`src/rtl/core_insn_fetch_buffer_if.sv`:
```
// ----------------------------------------------------------------------------
// core_insn_fetch_buffer_if
// Bundles the scheduler load bus and the pipeline fetch handshake of one
// core's instruction fetch buffer.
//   start, insn_load_counter, insn_data, init_r0_en, init_r0 : scheduler -> buffer
//   ready                                                    : buffer -> scheduler
//   fetch_valid, fetch_insn, fetch_pc, r0_load, r0_value     : buffer -> pipeline
//   fetch_accept, halt                                       : pipeline -> buffer
// Modports: master = scheduler/pipeline side, slave = fetch buffer side.
// ----------------------------------------------------------------------------
interface core_insn_fetch_buffer_if #(
   parameter int INSN_W = 16,
   parameter int CNT_W  = 3,
   parameter int REG_W  = 8,
   parameter int PC_W   = 6
);
   logic              start;
   logic [CNT_W-1:0]  insn_load_counter;
   logic [INSN_W-1:0] insn_data;
   logic              init_r0_en;
   logic [REG_W-1:0]  init_r0;
   logic              ready;
   logic              fetch_valid;
   logic [INSN_W-1:0] fetch_insn;
   logic [PC_W-1:0]   fetch_pc;
   logic              fetch_accept;
   logic              halt;
   logic              r0_load;
   logic [REG_W-1:0]  r0_value;

   modport master (
      output start, insn_load_counter, insn_data, init_r0_en, init_r0,
             fetch_accept, halt,
      input  ready, fetch_valid, fetch_insn, fetch_pc, r0_load, r0_value
   );

   modport slave (
      input  start, insn_load_counter, insn_data, init_r0_en, init_r0,
             fetch_accept, halt,
      output ready, fetch_valid, fetch_insn, fetch_pc, r0_load, r0_value
   );
endinterface

```
`src/rtl/core_insn_fetch_buffer.sv`:
```
// ----------------------------------------------------------------------------
// core_insn_fetch_buffer
// Per-core front end behind the task scheduler. While Start is high the
// streamed instruction parts are captured into a local buffer (and R0's
// initial value is latched); once Start drops, the buffered words are handed
// to the core pipeline over a valid/accept handshake, then the block idles.
// Ports:
//   clk          clock
//   reset        asynchronous, active-low reset
//   bus          core_insn_fetch_buffer_if.slave (scheduler + pipeline signals)
//   overflow     sticky: a part addressed beyond the buffer depth was offered
//   protocol_err sticky: Start seen while executing
//   exec_cycles  (only with macro IFB_CYCLE_CNT_EN) saturating count of
//                cycles spent in the last/current execution phase
// ----------------------------------------------------------------------------
module core_insn_fetch_buffer #(
   parameter int INSN_W = 16,
   parameter int PARTS  = 8,
   parameter int CNT_W  = 3,
   parameter int DEPTH  = 64,
   parameter int REG_W  = 8
) (
   input  logic                   clk,
   input  logic                   reset,
   core_insn_fetch_buffer_if.slave bus,
   output logic                   overflow,
   output logic                   protocol_err
`ifdef IFB_CYCLE_CNT_EN
   ,
   output logic [15:0]            exec_cycles
`endif
);
   localparam int PC_W   = $clog2(DEPTH);
   // Two spare bits so frame_base + part index can exceed DEPTH without wrapping.
   localparam int ADDR_W = PC_W + 2;

   typedef enum logic [1:0] {S_IDLE, S_LOAD, S_EXEC} state_t;

   state_t            state;
   logic [INSN_W-1:0] mem [DEPTH];
   logic [ADDR_W-1:0] frame_base;
   logic [ADDR_W-1:0] count;
   logic [ADDR_W-1:0] pc;
   logic [ADDR_W-1:0] pc_inc;
   logic [ADDR_W-1:0] wr_addr;
   logic              wr_en;
   logic              r0_en_r;
   logic              ready_q;
   logic              fetch_valid_q;
   logic              r0_load_q;
   logic [INSN_W-1:0] fetch_insn_q;
   logic [PC_W-1:0]   fetch_pc_q;
   logic [REG_W-1:0]  r0_value_q;

   // The first part of a task always lands in word 0; later parts are placed
   // relative to the current frame. Anything past the buffer end is dropped.
   assign wr_addr = (state == S_IDLE) ? '0
                                      : frame_base + ADDR_W'(bus.insn_load_counter);
   assign wr_en   = bus.start && (state != S_EXEC) && (wr_addr < ADDR_W'(DEPTH));
   assign pc_inc  = pc + ADDR_W'(1);

   // Buffer storage has no reset; stale contents beyond the word count are
   // never presented to the pipeline.
   always_ff @(posedge clk) begin
      if (wr_en) begin
         mem[wr_addr[PC_W-1:0]] <= bus.insn_data;
      end
   end

   // Main sequencer: IDLE waits for Start, LOAD tracks frame base and word
   // count, EXEC walks pc through the buffer with a registered read so the
   // presented word and its pc hold still until the pipeline accepts.
   always_ff @(posedge clk or negedge reset) begin
      if (!reset) begin
         state         <= S_IDLE;
         frame_base    <= '0;
         count         <= '0;
         pc            <= '0;
         r0_en_r       <= 1'b0;
         ready_q       <= 1'b1;
         fetch_valid_q <= 1'b0;
         fetch_insn_q  <= '0;
         fetch_pc_q    <= '0;
         r0_load_q     <= 1'b0;
         r0_value_q    <= '0;
         overflow      <= 1'b0;
         protocol_err  <= 1'b0;
      end else begin
         r0_load_q <= 1'b0;
         case (state)
            S_IDLE: begin
               if (bus.start) begin
                  state      <= S_LOAD;
                  frame_base <= '0;
                  count      <= ADDR_W'(1);
                  r0_en_r    <= bus.init_r0_en;
                  if (bus.init_r0_en) begin
                     r0_value_q <= bus.init_r0;
                  end
               end
            end
            S_LOAD: begin
               if (bus.start) begin
                  if (wr_addr >= ADDR_W'(DEPTH)) begin
                     overflow <= 1'b1;
                     count    <= ADDR_W'(DEPTH);
                  end else if ((wr_addr + ADDR_W'(1)) > count) begin
                     count <= wr_addr + ADDR_W'(1);
                  end
                  // Once the base reaches the end it stops, so later frames
                  // keep addressing past DEPTH and are all dropped.
                  if ((bus.insn_load_counter == CNT_W'(PARTS - 1)) &&
                      (frame_base < ADDR_W'(DEPTH))) begin
                     frame_base <= frame_base + ADDR_W'(PARTS);
                  end
               end else begin
                  state         <= S_EXEC;
                  ready_q       <= 1'b0;
                  pc            <= '0;
                  fetch_valid_q <= 1'b1;
                  fetch_insn_q  <= mem[0];
                  fetch_pc_q    <= '0;
                  r0_load_q     <= r0_en_r;
               end
            end
            S_EXEC: begin
               if (bus.start) begin
                  protocol_err <= 1'b1;
               end
               // Halt wins over a simultaneous accept.
               if (bus.halt) begin
                  state         <= S_IDLE;
                  ready_q       <= 1'b1;
                  fetch_valid_q <= 1'b0;
               end else if (bus.fetch_accept) begin
                  if (pc_inc < count) begin
                     pc           <= pc_inc;
                     fetch_insn_q <= mem[pc_inc[PC_W-1:0]];
                     fetch_pc_q   <= pc_inc[PC_W-1:0];
                  end else begin
                     state         <= S_IDLE;
                     ready_q       <= 1'b1;
                     fetch_valid_q <= 1'b0;
                  end
               end
            end
            default: begin
               state <= S_IDLE;
            end
         endcase
      end
   end

   assign bus.ready       = ready_q;
   assign bus.fetch_valid = fetch_valid_q;
   assign bus.fetch_insn  = fetch_insn_q;
   assign bus.fetch_pc    = fetch_pc_q;
   assign bus.r0_load     = r0_load_q;
   assign bus.r0_value    = r0_value_q;

`ifdef IFB_CYCLE_CNT_EN
   // Counts every cycle spent in EXEC; restarts on the LOAD->EXEC edge and
   // freezes outside EXEC so software can read the last task's length.
   always_ff @(posedge clk or negedge reset) begin
      if (!reset) begin
         exec_cycles <= '0;
      end else if ((state == S_LOAD) && !bus.start) begin
         exec_cycles <= '0;
      end else if ((state == S_EXEC) && (exec_cycles != 16'hFFFF)) begin
         exec_cycles <= exec_cycles + 16'd1;
      end
   end
`endif

endmodule

```
`src/flat_wrapper.sv`:
```
// flat-port wrapper written by rule: the top's interface ports become plain ports
module core_insn_fetch_buffer_flat 
#(
   parameter int INSN_W = 16,
   parameter int PARTS  = 8,
   parameter int CNT_W  = 3,
   parameter int DEPTH  = 64,
   parameter int REG_W  = 8
)
  (clk, reset, overflow, protocol_err, bus_start, bus_insn_load_counter, bus_insn_data, bus_init_r0_en, bus_init_r0, bus_fetch_accept, bus_halt, bus_ready, bus_fetch_valid, bus_fetch_insn, bus_fetch_pc, bus_r0_load, bus_r0_value);
  core_insn_fetch_buffer_if #(.INSN_W(INSN_W), .CNT_W(CNT_W), .REG_W(REG_W), .PC_W((6))) bus_i ();
  input  logic clk;
  input  logic reset;
  output logic overflow;
  output logic protocol_err;
  input wire logic [$bits(bus_i.start)-1:0] bus_start;
  input wire logic [$bits(bus_i.insn_load_counter)-1:0] bus_insn_load_counter;
  input wire logic [$bits(bus_i.insn_data)-1:0] bus_insn_data;
  input wire logic [$bits(bus_i.init_r0_en)-1:0] bus_init_r0_en;
  input wire logic [$bits(bus_i.init_r0)-1:0] bus_init_r0;
  input wire logic [$bits(bus_i.fetch_accept)-1:0] bus_fetch_accept;
  input wire logic [$bits(bus_i.halt)-1:0] bus_halt;
  output wire logic [$bits(bus_i.ready)-1:0] bus_ready;
  output wire logic [$bits(bus_i.fetch_valid)-1:0] bus_fetch_valid;
  output wire logic [$bits(bus_i.fetch_insn)-1:0] bus_fetch_insn;
  output wire logic [$bits(bus_i.fetch_pc)-1:0] bus_fetch_pc;
  output wire logic [$bits(bus_i.r0_load)-1:0] bus_r0_load;
  output wire logic [$bits(bus_i.r0_value)-1:0] bus_r0_value;
  assign bus_i.start = bus_start;
  assign bus_i.insn_load_counter = bus_insn_load_counter;
  assign bus_i.insn_data = bus_insn_data;
  assign bus_i.init_r0_en = bus_init_r0_en;
  assign bus_i.init_r0 = bus_init_r0;
  assign bus_i.fetch_accept = bus_fetch_accept;
  assign bus_i.halt = bus_halt;
  assign bus_ready = bus_i.ready;
  assign bus_fetch_valid = bus_i.fetch_valid;
  assign bus_fetch_insn = bus_i.fetch_insn;
  assign bus_fetch_pc = bus_i.fetch_pc;
  assign bus_r0_load = bus_i.r0_load;
  assign bus_r0_value = bus_i.r0_value;
  core_insn_fetch_buffer #(.INSN_W(INSN_W), .PARTS(PARTS), .CNT_W(CNT_W), .DEPTH(DEPTH), .REG_W(REG_W)) u_core (.clk(clk), .reset(reset), .bus(bus_i), .overflow(overflow), .protocol_err(protocol_err));
endmodule
```
`config.mk`:
```
export PLATFORM = sky130hd
export DESIGN_NAME = core_insn_fetch_buffer_flat
export DESIGN_NICKNAME = d
export VERILOG_FILES = /design/src/rtl/core_insn_fetch_buffer_if.sv /design/src/rtl/core_insn_fetch_buffer.sv /design/src/flat_wrapper.sv
export SDC_FILE = /design/constraint.sdc
export NUM_CORES = 1
export LEC_CHECK = 0
export BUFFER_PORTS_ARGS = -buffer_cell sky130_fd_sc_hd__buf_2
export CORE_UTILIZATION = 56
export CTS_BUF_LIST = sky130_fd_sc_hd__clkbuf_4 sky130_fd_sc_hd__clkbuf_8 sky130_fd_sc_hd__clkbuf_16
export DETAILED_ROUTE_END_ITERATION = 7
export HOLD_SLACK_MARGIN = 0.08
export MAX_ROUTING_LAYER = met4
export PLACE_DENSITY = 0.75
export SYNTH_ARGS = -nofsm -noshare
export SYNTH_HDL_FRONTEND = slang
export SYNTH_SLANG_ARGS = --single-unit
```
`constraint.sdc`:
```
create_clock -name clk -period 3.25 [get_ports clk]
set_clock_uncertainty 0.2 [all_clocks]
set_input_delay 0.65 -clock clk [delete_from_list [all_inputs] [get_ports clk]]
set_output_delay 0.65 -clock clk [all_outputs]
set_load 0.01 [all_outputs]
```
==> summary.txt <==
Outcome
  – Result of the run: finished clean

Floorplan
  – Core Box Area: 74700 um2
  – Row cnt: 100
  – Initial standard-cell utilization of the core: 56.7%
  – Chip width: 277 um
  – Die height: 277 um
  – Die Outline Area: 76700 um2
  – Count of pins on the block boundary: 68

Place
  – Placement-stage worst setup slack: -0.0349 ns
  – Port bufs: 67
  – DP Wirelength: 61500 um
  – Number of placed instances, taps included: 3182
  – Routability Congestion: 0.872

Timing
  – Peak clock frequency supported by timing: 311 MHz
  – Final min period: 3.21 ns
  – Finish-stage setup viols: 0
  – Ratio of final minimum period to clock period: 98.9%
  – Final number of max-transition violations: 0
  – Actual transition at the worst max-transition pin: 1.07 ns
  – Slew headroom: 28.7%
  – Worst setup margin: 0.0354 ns
  – Final hold violation count: 0

Clock tree
  – TritonCTS Sinks: 1077
  – Clock tree root buffer cell: clkbuf_16
  – CTS tree: yes
  – Number of buffers on the longest clock path: 3
  – Number of buffers inserted during clock tree synthesis: 104
  – Reg clk slew, reported paths: 0.06 ns
  – Clk_lat worst skew: 0.66 ns
  – Depth of the CTS H-tree: 3

Power and ir drop
  – Static power due to leakage: 15.6 nW
  – P per Cell Area: 660 nW/um2
  – Power dissipated by switching net loads: 0.00772 W
  – Cell-internal power: 0.0244 W
  – Relative contribution of sequential cells to total power: 48.7%
  – Relative contribution of combinational cells to total power: 15.1%
  – Largest vdd supply drop: 0.496 mV
  – Total power after layout: 0.0322 W
  – Clock share of power: 36.2%
  – Net switching share of the total power: 24.0%

Critical path
  – Endpoint required time on the critical path: 3.58 ns
  – Kind of start point of the critical path: flop
  – Crit-path slowest cell: dfrtp_4
  – CP peak stage delay: 0.53 ns
  – Critical Path Sink Type: flop
  – Critical Path, Cell by Cell: ha_4 -> buf_12 -> mux4_2 -> mux2i_1 -> o22ai_1 -> nor4_2 -> buf_4 -> a31oi_1
  – Category of the most critical setup path: flop to flop
  – Maximum fanout along the worst path: 50
  – Setup slack, reg-to-reg: 0.04 ns
  – Worst Path Arrival: 3.55 ns

Global route
  – Tot GR Track Use: 28.0%
  – Number of antenna violations at the first check in global routing: 1
  – Number of global-route vias before repair: 22048
  – Remaining global-route overflow: 0
  – Wire length of the first global-routing pass: 149000 um
  – Largest net degree at the start of global routing: 65

Yosys
  – Total of flip-flops plus latches after synthesis: 1077
  – Most numerous cell types in the synthesized netlist: 1024 x edfxtp_1, 272 x mux4_2, 120 x nor2_1
  – Dominant cells by area after synthesis: edfxtp_1 73%, mux4_2 14%, dfrtp_1 3.1%
  – Post-synth top area share: 72.6%
  – Number of enable flip-flop cells after synthesis: 1024
  – Most frequent cell after synthesis: edfxtp_1
  – Cell taking the most area after synthesis: edfxtp_1
  – Syn nets: 2099
  – Most used flip-flop cell after synthesis: edfxtp_1
  – FFs w/ async S/R, synth: 4.92%
  – Mean post-synth cell area: 20.7 um2
  – Cell Area, Synth: 42400 um2
  – Yosys warning count: 0
  – Part of the Yosys area used for sequential elements: 75.7%
  – Synthesized netlist cell count: 2047
  – Synth unique cells: 52

Detailed routing
  – Total number of vias: 21822
  – DRC violation count after routing: 0
  – DRC marker count from the first detailed-route iteration: 2565
  – DR pass1 iterations: 5
  – Routed vias/inst: 6.45
  – Post-detailed-route wirelength per cell: 30.3 um
  – Routed Wire Length: 102000 um
  – DRT antenna net count: 0

Job
  – Count of max-cap constraint violations: 0

Layout
  – Count of placed standard cells in the final layout, fillers left out: 3382
  – Fraction of layout instances using a drive strength above 1: 31.4%
  – Finished Core Util: 65.3%
  – Layout area overhead: 15.1%
  – Net count, final: 2385

Min path
  – Type of the tightest min-delay check: input port to flop
-- critical path, delay by kind of cell (launching register included) --
kind / cells / cell delay [ns]
adders and majority gates: 1 / 0.38
and+or+nand+nor: 1 / 0.35
DFF: 1 / 0.53
buffers and inverters: 2 / 0.46
AOI/OAI and AO/OA: 2 / 0.43
muxes: 2 / 0.65
-- repair_timing --
item | CTS | global route
cloned | 1 | 0
endpoints found under the setup margin | 1 | 33
hold buffers | 10 | 0
resized for setup | 1 | 17
endpoints found under the hold margin | 27 | 0
setup buffers | 0 | 3
pin swaps | 0 | 3
-- routing by layer --
metal / global-route usage (%) / wire [um] / vias to the layer above
met2: 42.9 / 49800 / 1255
met4: 10.6 / 3880 / 0
met1: 37.4 / 38500 / 11364
li1: - / - / 8978
met5: - / 0 / -
met3: 5.74 / 10100 / 225
-- state kept, by name (all words and copies together) (netlist names), 2 cells and up --
register / flops
u_core.mem: 1024
u_core.bus.fetch_insn: 16
u_core.state: 2
u_core.pc: 3
u_core.bus.fetch_pc: 5
u_core.frame_base: 5
u_core.count: 8
u_core.bus.r0_value: 8
-- power by group through the flow --
stage | Sequential (W) | Combinational [W] | Clock [W]
after detailed placement | 0.0159 | 0.00478 | 0
after global routing | 0.0157 | 0.00517 | 0.0123
final | 0.0157 | 0.00486 | 0.0116
after CTS | 0.0156 | 0.00486 | 0.0118
after global placement | 0.0159 | 0.00469 | 0
after floorplan | 0.0159 | 0.00308 | 0
-- cell usage in the layout, fill, tap and decap left out, types with 23 or more instances in the layout --
cell type	synthesis	layout
clkinv_1	0	23
clkbuf_16	0	105
mux2i_1	70	70
nor2_1	120	120
mux4_2	272	272
edfxtp_1	1024	1024
nand2_1	99	98
clkinv_2	0	23
buf_4	22	190
dfrtp_1	52	50
a21oi_1	57	56
buf_2	50	67
o22ai_1	33	33
-- stage by stage --
stage / TNS (ns) / hold slack (ns) / area [um2]
after detailed placement: -0.152 / 0.253 / 45200
final: 0 / 0.204 / 48800
after CTS: 0 / 0.171 / 48600
after global routing: -0.0251 / 0.210 / 48800
after global placement: -0.0281 / 0.252 / 45200
after floorplan: 0 / 0.154 / 42400
-- cell families after synthesis --
group / synth area share [%]
DFF: 75.7
xor gates and xnor gates: 0.245
AOI/OAI and AO/OA: 2.26
muxes: 16.5
adders and majority gates: 0.561
buffers and inverters: 1.59
and+or+nand+nor: 3.12
-- area by class of cell --
cell class,count,area (um2)
clock buffer,125,2840
tap,969,1210
clock inverter,60,462
fill,4731,25900
multi-input combinational,839,9700
antenna,1,2.50
timing repair buffer,293,2380
inverter,18,72.6
sequential,1077,32100
-- path summary, 6_finish.rpt --
path | start | end | cells past startpoint
worst max-delay path | u_core.bus.fetch_pc[0] | u_core.bus.fetch_insn[4] | 8
worst min-delay path | bus_start | u_core.frame_base[7] | 3
worst max register to register | u_core.bus.fetch_pc[0] | u_core.bus.fetch_insn[4] | 8
worst min register to register | u_core.overflow | u_core.overflow | 1
max in group asynchronous | reset | u_core.bus.fetch_pc[0] | 3
min in group asynchronous | reset | u_core.bus.fetch_valid | 2
Note: power is estimated with default switching activity, not from simulation.
